## src/rtl/ula_arbiter.sv

```systemverilog
// Two-requester round-robin front end for a single shared ULA.
// Captures the winner's operands, waits one cycle for the ULA, then returns a latched result.
module ula_arbiter (
   input  logic        clk,
   input  logic        rst_n,
   input  logic        req0,
   input  logic        req1,
   input  logic [3:0]  op0,
   input  logic [3:0]  op1,
   input  logic [31:0] a0,
   input  logic [31:0] b0,
   input  logic [31:0] a1,
   input  logic [31:0] b1,
   input  logic [4:0]  sh0,
   input  logic [4:0]  sh1,
   output logic        gnt0,
   output logic        gnt1,
   output logic        done0,
   output logic        done1,
   output logic [31:0] rdata,
   output logic        rzero,
   output logic        busy,
   output logic [31:0] ula_in1,
   output logic [31:0] ula_in2,
   output logic [3:0]  ula_op,
   output logic [4:0]  ula_shamt,
   input  logic [31:0] ula_result,
   input  logic        ula_zero
);

   typedef enum logic [1:0] {IDLE, EXEC, RESP} state_t;

   state_t state, state_nxt;
   logic   last;
   logic   any_req;
   logic   pick1;

   assign any_req = req0 | req1;
   // On a tie the requester that did not win last time takes the ULA.
   assign pick1   = req1 & (~req0 | ~last);

   always_ff @(posedge clk or negedge rst_n) begin
      if (!rst_n) state <= IDLE;
      else        state <= state_nxt;
   end

   always_comb begin
      state_nxt = state;
      unique case (state)
         IDLE:    if (any_req) state_nxt = EXEC;
         EXEC:    state_nxt = RESP;
         RESP:    state_nxt = IDLE;
         default: state_nxt = IDLE;
      endcase
   end

   always_ff @(posedge clk or negedge rst_n) begin
      if (!rst_n) begin
         last      <= 1'b1;
         ula_in1   <= '0;
         ula_in2   <= '0;
         ula_op    <= '0;
         ula_shamt <= '0;
         rdata     <= '0;
         rzero     <= 1'b0;
      end else begin
         if (state == IDLE && any_req) begin
            last      <= pick1;
            ula_in1   <= pick1 ? a1  : a0;
            ula_in2   <= pick1 ? b1  : b0;
            ula_op    <= pick1 ? op1 : op0;
            ula_shamt <= pick1 ? sh1 : sh0;
         end
         if (state == EXEC) begin
            rdata <= ula_result;
            rzero <= ula_zero;
         end
      end
   end

   // gnt/done are decoded from state and the registered winner, so reset clears them at once.
   always_comb begin
      gnt0  = (state == EXEC) & ~last;
      gnt1  = (state == EXEC) &  last;
      done0 = (state == RESP) & ~last;
      done1 = (state == RESP) &  last;
      busy  = (state != IDLE);
   end

endmodule

```

## config.mk

```make
export PLATFORM = sky130hd
export DESIGN_NAME = ula_arbiter
export DESIGN_NICKNAME = d
export VERILOG_FILES = /design/src/rtl/ula_arbiter.sv
export SDC_FILE = /design/constraint.sdc
export NUM_CORES = 1
export LEC_CHECK = 0
export CAP_MARGIN = 10
export CORE_UTILIZATION = 30
export DETAILED_ROUTE_END_ITERATION = 7
export PLACE_DENSITY = 0.68
export SYNTH_ARGS = -nofsm -noshare
export SYNTH_HDL_FRONTEND = slang
export SYNTH_SLANG_ARGS = --single-unit
export TNS_END_PERCENT = 30
```

## constraint.sdc

```tcl
create_clock -name clk -period 4.2 [get_ports clk]
set_clock_uncertainty 0.15 [all_clocks]
set_input_delay 0.63 -clock clk [delete_from_list [all_inputs] [get_ports clk]]
set_output_delay 0.63 -clock clk [all_outputs]
set_load 0.01 [all_outputs]
```

==> impl_metrics.py, run 1 <==
metrics = {
    "drt": {
        "wl_per_cell_microns": 16.3,
        "drt_iter0_markers": 181,
        "drc_errors": 0,
        "dr.pass1.iters": 4,
        "wirelength_microns": 14900,
        "viasPerCell": 4.42,
        "vias": 4030,
        "antenna_left": 0,
    },
    "final_layout": {
        "regArea_sq_um": 2730,
        "antennaDiodeCount": 0,
        "design_area_sq_um": 8870,
        "multi_input_area_sq_um": 2530,
        "fillers": 1553,
        "nets": 861,
        "drive_gt1_share_pct": 25.5,
        "syn2layout_area_growth_pct": 61.3,
    },
    "floorplan": {
        "die_y_microns": 137,
        "num_rows": 49,
        "initial_core_util_pct": 30.6,
        "core_area_sq_um": 18000,
        "die_w_microns": 137,
        "io_pins": 294,
        "die_area_sq_um": 18900,
    },
    "clock_tree": {
        "ctsResizeCount": 0,
        "cts_tree": "built",
        "holdBufCountCts": 0,
        "cts_root_buffer": "clkbuf_16",
        "htreeDepth": 3,
        "postCtsSetupRepairBufs": 0,
        "cts.clk_slew.worst_paths_ns": 0.08,
        "cts_buffer_depth": 2,
        "clock_latency_ns": 0.35,
        "numCtsBuffers": 9,
        "clkSinkCount": 109,
    },
    "job": {
        "maxCapViolations": 0,
    },
    "place": {
        "portBuffers": 293,
        "placed_cell_area_sq_um": 8560,
        "gp_congestion": 0.757,
        "dp_hpwl_microns": 11000,
    },
    "setup_path": {
        "setup.worst_path.start_class": "flop",
        "crit_arrival_ns": 1.92,
        "required_ns": 3.42,
        "crit_type": "reg2out",
        "cp_max_fo": 14,
        "endpoint_kind": "output port",
    },
    "power": {
        "powerDensity_nw_per_um2": 664,
        "leakage_nw": 4.01,
        "finalPower_mw": 5.89,
        "ir_worst_vdd_uv": 327,
    },
    "logic_synthesis": {
        "synthTopCellsByCount": "118 x mux2_4, 108 x dfrtp_1, 99 x nand2_1, 28 x mux2_2",
        "synthFlopType": "dfrtp_1",
        "ys_ff_latch": 109,
        "netlist_area_sq_um": 5500,
        "syn_inst": 389,
        "synth.most_common_cell": "mux2_4",
        "synth_cell_type_count": 19,
        "ys.warnings.count": 0,
        "synth_area_per_cell_sq_um": 14.1,
        "synth_area_leaders": "dfrtp_1 49%, mux2_4 32%, nand2_1 6.8%",
        "synth_top_area_cell": "dfrtp_1",
        "yosysTopAreaCellShare_pct": 49.2,
        "synthesis.nets": 572,
        "synth_edf_count": 0,
        "synth-seq-area-share_pct": 49.7,
        "async_flop_share_pct": 100,
    },
    "timing": {
        "setup_violations": 0,
        "hold_viol_final": 0,
        "maxSlewHeadroom_pct": 42.4,
        "fin_crit_sh_pct": 64.2,
        "fmax_mhz": 371,
        "tightest_slew_ns": 0.858,
        "layout_min_cycle_time_ns": 2.70,
        "rsz0062_at_grt": "no",
        "fin_setup_tns_ns": 0,
        "slew_viol_final": 0,
    },
    "grt": {
        "grt_first_pass_wirelength_microns": 22400,
        "grt_pass1_vias": 4248,
        "use_met3_pct": 4.60,
        "antenna_found_initial": 0,
        "grt_overflow": 0,
        "grt_max_degree": 61,
        "gr-max-usage-layer": "met2",
        "use_met1_pct": 18.1,
        "grtUsageMet2_pct": 27.4,
        "grt_usage_pct": 15.5,
    },
    "min_path": {
        "hold_path_class": "in2async",
    },
    "status": {
        "status": "finished, final reports clean",
    },
}
## critical path, stage by stage (launching register included)
cell and delay (ns):
dfrtp_1 0.40, nand2b_1 0.38, nor2_1 0.23, clkdlybuf4s50_1 0.56
## placed cells by master, fill, tap and decap left out, types with 2 or more instances in the layout
cell / instances
clkdlybuf4s50_1: 292
nand2_1: 99
buf_4: 8
nor2_1: 3
dfrtp_1: 108
nor3b_1: 2
mux2_4: 118
clkbuf_16: 9
inv_6: 2
mux2_2: 28
## layer usage
layer / share of wire, % / wire, microns / vias up
met5: 0 / 0 / -
met4: 1.3 / 193 / 0
met2: 50 / 7490 / 172
met3: 7.7 / 1140 / 17
li1: - / - / 1883
met1: 41 / 6040 / 1958
## kinds of logic (layout without fill, tap and decap cells)
kind of cell           after synthesis  in the layout  synth area share (%)
buffers and inverters               25            319                  4.46
AOI/OAI and AO/OA                    1              1                 0.182
muxes                              147            147                  38.2
and+or+nand+nor                    107            107                  7.54
DFF                                109            109                  49.7
## cell type report
class	instances	share of cell area (%)
Timing Repair Buffer	301	33.9
Multi-Input combinational cell	255	28.6
Inverter	2	0.0847
Sequential cell	109	30.8
Clock inverter	7	0.903
Clock buffer	9	2.54
Tap cell	229	3.23
## final timing paths
kind | to | startpoint | cells after the start | slack (ns)
setup / recovery | gnt0 | state[1] | 3 | 1.50
hold / removal | ula_in2[24] | rst_n | 1 | 0.22
setup reg to reg | rdata[19] | state[1] | 5 | 1.64
hold reg to reg | rdata[8] | rdata[8] | 2 | 0.33
max in group asynchronous | last | rst_n | 2 | 2.77
min in group clk | rdata[8] | rdata[8] | 2 | 0.33
## sequential cells by signal (all words and copies together), names as in the netlist
name	flops
last	1
rdata	32
rzero	1
state	2
ula_in1	32
ula_in2	32
ula_op	4
ula_shamt	5
## stage by stage
stage	std cells	utilization (%)	hold slack, ns	setup WS [ns]
after floorplan	389	-	0.184	2.24
after global placement	896	47.7	0.308	1.33
final	912	49.4	0.219	1.50
after global routing	912	49.4	0.282	1.32
after CTS	912	49.4	0.247	1.48
after detailed placement	896	47.7	0.312	1.30
## power by group
group,internal [mW],switching [mW],leakage [nW],total [mW]
Clock,0.472,0.409,0.148,0.881
Sequential,1.59,0.299,1.29,1.89
Combinational,1.94,1.18,2.57,3.12
No activity file was read; power rests on OpenSTA's default activity.
==> inputs of run 2 (changes only) <==
clock period = 2.7 ns   (was 4.2 ns; I/O delays follow)
==> impl_metrics.py, run 2 (synthesis gave the netlist of run 1 again) <==
metrics = {
    "timing": {
        "slew_viol_final": 0,
        "rsz0062_at_grt": "no",
        "tightest_slew_ns": 0.548,
        "fmax_mhz": 432,
        "hold_viol_final": 0,
        "fin_crit_sh_pct": 85.7,
        "maxSlewHeadroom_pct": 63.5,
        "fin_ws_ns": 0.387,
        "fin_setup_tns_ns": 0,
        "layout_min_cycle_time_ns": 2.31,
        "setup_violations": 0,
    },
    "floorplan": {
        "die_y_microns": 137,
        "die_area_sq_um": 18900,
        "core_area_sq_um": 18000,
        "num_rows": 49,
        "io_pins": 294,
        "initial_core_util_pct": 30.6,
        "die_w_microns": 137,
    },
    "place": {
        "placed_cell_area_sq_um": 8610,
        "portBuffers": 293,
        "dp_slack_ns": 0.397,
        "dpl.cell_count": 897,
        "dp_hpwl_microns": 11200,
        "gp_congestion": 0.757,
    },
    "drt": {
        "drc_errors": 0,
        "antenna_left": 0,
        "viasPerCell": 4.43,
        "drt_iter0_markers": 106,
        "wl_per_cell_microns": 16.5,
        "dr.pass1.iters": 4,
        "wirelength_microns": 15100,
        "vias": 4046,
    },
    "setup_path": {
        "r2r_cells": 6,
        "path_cells": "inv_1, nor3b_1, clkdlybuf4s50_1",
        "endpoint_kind": "output port",
        "cp_max_fo": 4,
        "reg2reg_to": "rdata[12]",
        "crit_buf_inv": 2,
        "r2r_start": "state[0]",
        "required_ns": 2.14,
        "crit_type": "reg2out",
        "crit_arrival_ns": 1.76,
        "crit_start": "last",
        "slowest_delay_ns": 0.58,
        "ff2ff_setup_slack_ns": 0.58,
        "setup.worst_path.start_class": "flop",
        "cpMaxStageDelayCell": "clkdlybuf4s50_1",
        "crit_family": "buffers and inverters",
    },
    "grt": {
        "grt_pass1_vias": 4232,
        "grt_overflow": 0,
        "antenna_found_initial": 0,
        "grt_first_pass_wirelength_microns": 22500,
        "grt_max_degree": 57,
        "grt_usage_pct": 15.6,
    },
    "clock_tree": {
        "holdBufCountCts": 1,
        "numCtsBuffers": 9,
        "ctsResizeCount": 0,
        "cts_tree": "built",
        "cts.clk_slew.worst_paths_ns": 0.08,
        "htreeDepth": 3,
        "clock_latency_ns": 0.35,
        "cts_buffer_depth": 2,
        "postCtsSetupRepairBufs": 0,
        "clkSinkCount": 109,
        "cts_root_buffer": "clkbuf_16",
    },
    "final_layout": {
        "fillers": 1577,
        "nets": 863,
        "final_common_cell": "clkdlybuf4s50_1",
        "antennaDiodeCount": 0,
        "syn2layout_area_growth_pct": 62.3,
        "final_cell_mix": "292 x clkdlybuf4s50_1, 118 x mux2_4, 108 x dfrtp_1",
        "instances_no_fill": 914,
        "drive_gt1_share_pct": 25.5,
        "largest_registers": "rdata x32, ula_in1 x32, ula_in2 x32",
        "design_area_sq_um": 8920,
    },
    "power": {
        "powerDensity_nw_per_um2": 1030,
        "leakage_nw": 4.03,
        "ir_worst_vdd_uv": 525,
    },
    "min_path": {
        "whs_endpoint": "rdata[5]",
        "hold_start": "rdata[5]",
        "whs_path_depth": 2,
        "hold_path_class": "reg2reg",
    },
    "job": {
        "maxCapViolations": 0,
    },
    "status": {
        "status": "finished, final reports clean",
    },
}
[run 2: cell count changes in the layout (fill, tap and decap cells not counted)]
| cell | change |
|---|---|
| clkinv_8 | +2 |
| buf_4 | -2 |
| buf_12 | +3 |
| clkinv_2 | -1 |
| dlygate4sd3_1 | +1 |
| bufinv_16 | -1 |
[run 2: report_power, final]
| group | internal, mW | switching, mW | total, mW | leakage [nW] |
|---|---|---|---|---|
| combinational | 3.04 | 1.84 | 4.88 | 2.60 |
| sequential | 2.48 | 0.474 | 2.95 | 1.29 |
| clock | 0.658 | 0.677 | 1.33 | 0.144 |
| total | 6.17 | 2.99 | 9.16 | 4.03 |
[run 2: worst min-delay path, delay by kind of cell, from the launching register on]
kind / cells / cell delay [ns]
simple gates: 2 / 0.10
flops: 1 / 0.35
[run 2: how the worst max path moves through the flow]
| stage | to | slack (ns) | cells after the start |
|---|---|---|---|
| global placement | ula_op[1] | 0.41 | 5 |
| finish | done1 | 0.39 | 3 |
| global route | done1 | 0.28 | 3 |
| floorplan | ula_in1[0] | 0.90 | 5 |
| detailed placement | ula_in2[0] | 0.40 | 5 |
| CTS | done1 | 0.36 | 3 |
[run 2: area by class of cell]
cell class,instances,area [sq um],area share (%)
clock inverters,7,77.6,0.870
well taps,229,287,3.21
inverters,2,7.51,0.0842
repair buffers,303,3060,34.3
clock buffers,9,225,2.53
flip-flops and latches,109,2730,30.6
multi-input cells,255,2530,28.4
[run 2: metal layers]
metal / global-route usage, % / vias to the layer above / part of all wire [%]
met5: 0 / - / 0
met4: 5.98 / 0 / 2.3
met3: 4.12 / 22 / 7.1
met2: 27.7 / 161 / 51
met1: 17.9 / 1970 / 40
li1: - / 1893 / -
[run 2: metrics by stage]
step	hold slack [ns]	util (%)	total power, mW
after floorplan	-0.0406	-	5.53
after CTS	0.332	49.6	9.30
after global placement	0.268	47.9	7.79
final	0.324	49.6	9.16
after global routing	0.351	49.6	9.72
after detailed placement	0.277	47.9	7.90
==> inputs of run 3 (changes only) <==
PLACE_DENSITY = unset   (was 0.68)
PLACE_DENSITY_LB_ADDON = 0.25   (was unset)
==> impl_metrics.py, run 3 (synthesis gave the netlist of run 1 again) <==
metrics = {
    "status": {
        "status": "finished, final reports clean",
    },
    "floorplan": {
        "num_rows": 49,
        "die_y_microns": 137,
        "initial_core_util_pct": 30.6,
        "die_w_microns": 137,
        "die_area_sq_um": 18900,
        "io_pins": 294,
        "core_area_sq_um": 18000,
    },
    "drt": {
        "wl_met2_microns": 7020,
        "vias": 4010,
        "drt_iter0_markers": 73,
        "drc_errors": 0,
        "viasPerCell": 4.38,
        "wirelength_microns": 14400,
        "wl_per_cell_microns": 15.7,
        "dr.pass1.iters": 6,
        "wl_met1_microns": 5530,
        "wl_met3_microns": 1540,
        "maxUsedRoutingLayer": "met4",
        "antenna_left": 0,
    },
    "clock_tree": {
        "clkSinkCount": 109,
        "cts_tree": "built",
        "numCtsBuffers": 9,
        "cts_buffer_depth": 2,
        "cts.clk_slew.worst_paths_ns": 0.08,
        "cts_root_buffer": "clkbuf_16",
        "htreeDepth": 3,
        "clock_latency_ns": 0.35,
    },
    "setup_path": {
        "setup.worst_path.start_class": "flop",
        "reg2reg_to": "rdata[4]",
        "path_cells": "inv_1, nor3b_1, clkdlybuf4s50_1",
        "slowest_delay_ns": 0.59,
        "cpMaxStageDelayCell": "clkdlybuf4s50_1",
        "r2r_cells": 6,
        "required_ns": 2.14,
        "cp_max_fo": 4,
        "endpoint_kind": "output port",
        "crit_arrival_ns": 1.78,
        "r2r_start": "state[0]",
        "crit_type": "reg2out",
        "ff2ff_setup_slack_ns": 0.75,
    },
    "min_path": {
        "hold_path_class": "reg2reg",
        "hold_start": "rdata[4]",
        "whs_endpoint": "rdata[4]",
        "whs_path_depth": 2,
    },
    "job": {
        "maxCapViolations": 0,
    },
    "grt": {
        "grt_usage_pct": 15.2,
        "grt_pass1_vias": 4337,
        "grt_first_pass_wirelength_microns": 21800,
        "antenna_found_initial": 0,
        "grt_overflow": 0,
        "grt_max_degree": 53,
    },
    "timing": {
        "slew_viol_final": 0,
        "fmax_mhz": 427,
        "setup_violations": 0,
        "hold_viol_final": 0,
        "rsz0062_at_grt": "no",
        "tightest_slew_ns": 0.711,
        "fin_crit_sh_pct": 86.6,
        "maxSlewHeadroom_pct": 52.6,
        "fin_setup_tns_ns": 0,
        "layout_min_cycle_time_ns": 2.34,
    },
    "final_layout": {
        "syn2layout_area_growth_pct": 62.6,
        "final_common_cell": "clkdlybuf4s50_1",
        "drive_gt1_share_pct": 25.7,
        "design_area_sq_um": 8930,
        "nets": 864,
        "final_cell_mix": "292 x clkdlybuf4s50_1, 118 x mux2_4, 108 x dfrtp_1",
        "antennaDiodeCount": 0,
        "largest_registers": "rdata x32, ula_in1 x32, ula_in2 x32",
    },
    "power": {
        "ir_worst_vdd_uv": 500,
        "finalPower_mw": 9.17,
        "powerDensity_nw_per_um2": 1030,
        "leakage_nw": 4.05,
    },
    "place": {
        "portBuffers": 293,
        "dp_hpwl_microns": 10700,
        "gp_congestion": 0.775,
        "placed_cell_area_sq_um": 8630,
    },
}
## run 3: cell count changes in the layout (fill, tap and decap cells not counted), sizes merged
cell | before | now
buf | 10 | 11
clkinvlp | 1 | 0
inv | 4 | 5
## run 3: area by class of cell
type | instances | area [sq um]
sequential | 109 | 2730
timing repair buffer | 304 | 3080
inverter | 2 | 7.51
fill | 1515 | 9030
multi-input combinational | 255 | 2530
clock inverter | 7 | 73.8
clock buffer | 9 | 225
tap | 229 | 287
## run 3: worst max-delay path, delay by kind of cell, from the launching register on
kind,cells,cell delay (ns)
buffers and inverters,2,0.67
flip-flops,1,0.58
AND/OR/NAND/NOR,1,0.19
## run 3: what timing repair did
item                      4_1_cts  5_1_grt
hold endpoints to repair       47        0
hold buffers                    1        0
resized for setup               0        0
buffers inserted                0        0
## run 3: worst max-delay path by stage
stage | start | to | slack [ns] | cells past startpoint
after floorplan | last | ula_in1[0] | 0.90 | 5
after global placement | req0 | ula_op[3] | 0.41 | 5
after detailed placement | req0 | ula_shamt[1] | 0.38 | 5
after CTS | last | done1 | 0.32 | 3
after global routing | last | done1 | 0.27 | 3
final | last | done1 | 0.36 | 3
## run 3: metal layers
metal  global-route usage (%)  vias to the layer above
met5                        0                        -
met4                     5.37                        0
met3                     6.25                       19
met2                     26.5                      185
met1                     16.4                     1911
li1                         -                     1895
## run 3: power breakdown
group          leakage [nW]  switching (mW)  total, mW  internal (mW)
Sequential             1.29           0.468       2.94           2.48
Combinational          2.61            1.84       4.89           3.05
Clock                 0.147           0.681       1.34          0.659
Total                  4.05            2.98       9.17           6.19
## run 3: stage by stage
stage               utilization (%)  hold slack (ns)  setup WS (ns)  instances
floorplan                         -          -0.0406          0.898        389
global placement               48.0            0.308          0.406        898
detailed placement             48.0            0.311          0.383        898
CTS                            49.7            0.331          0.321        915
global route                   49.7            0.349          0.270        915
finish                         49.7            0.326          0.361        915
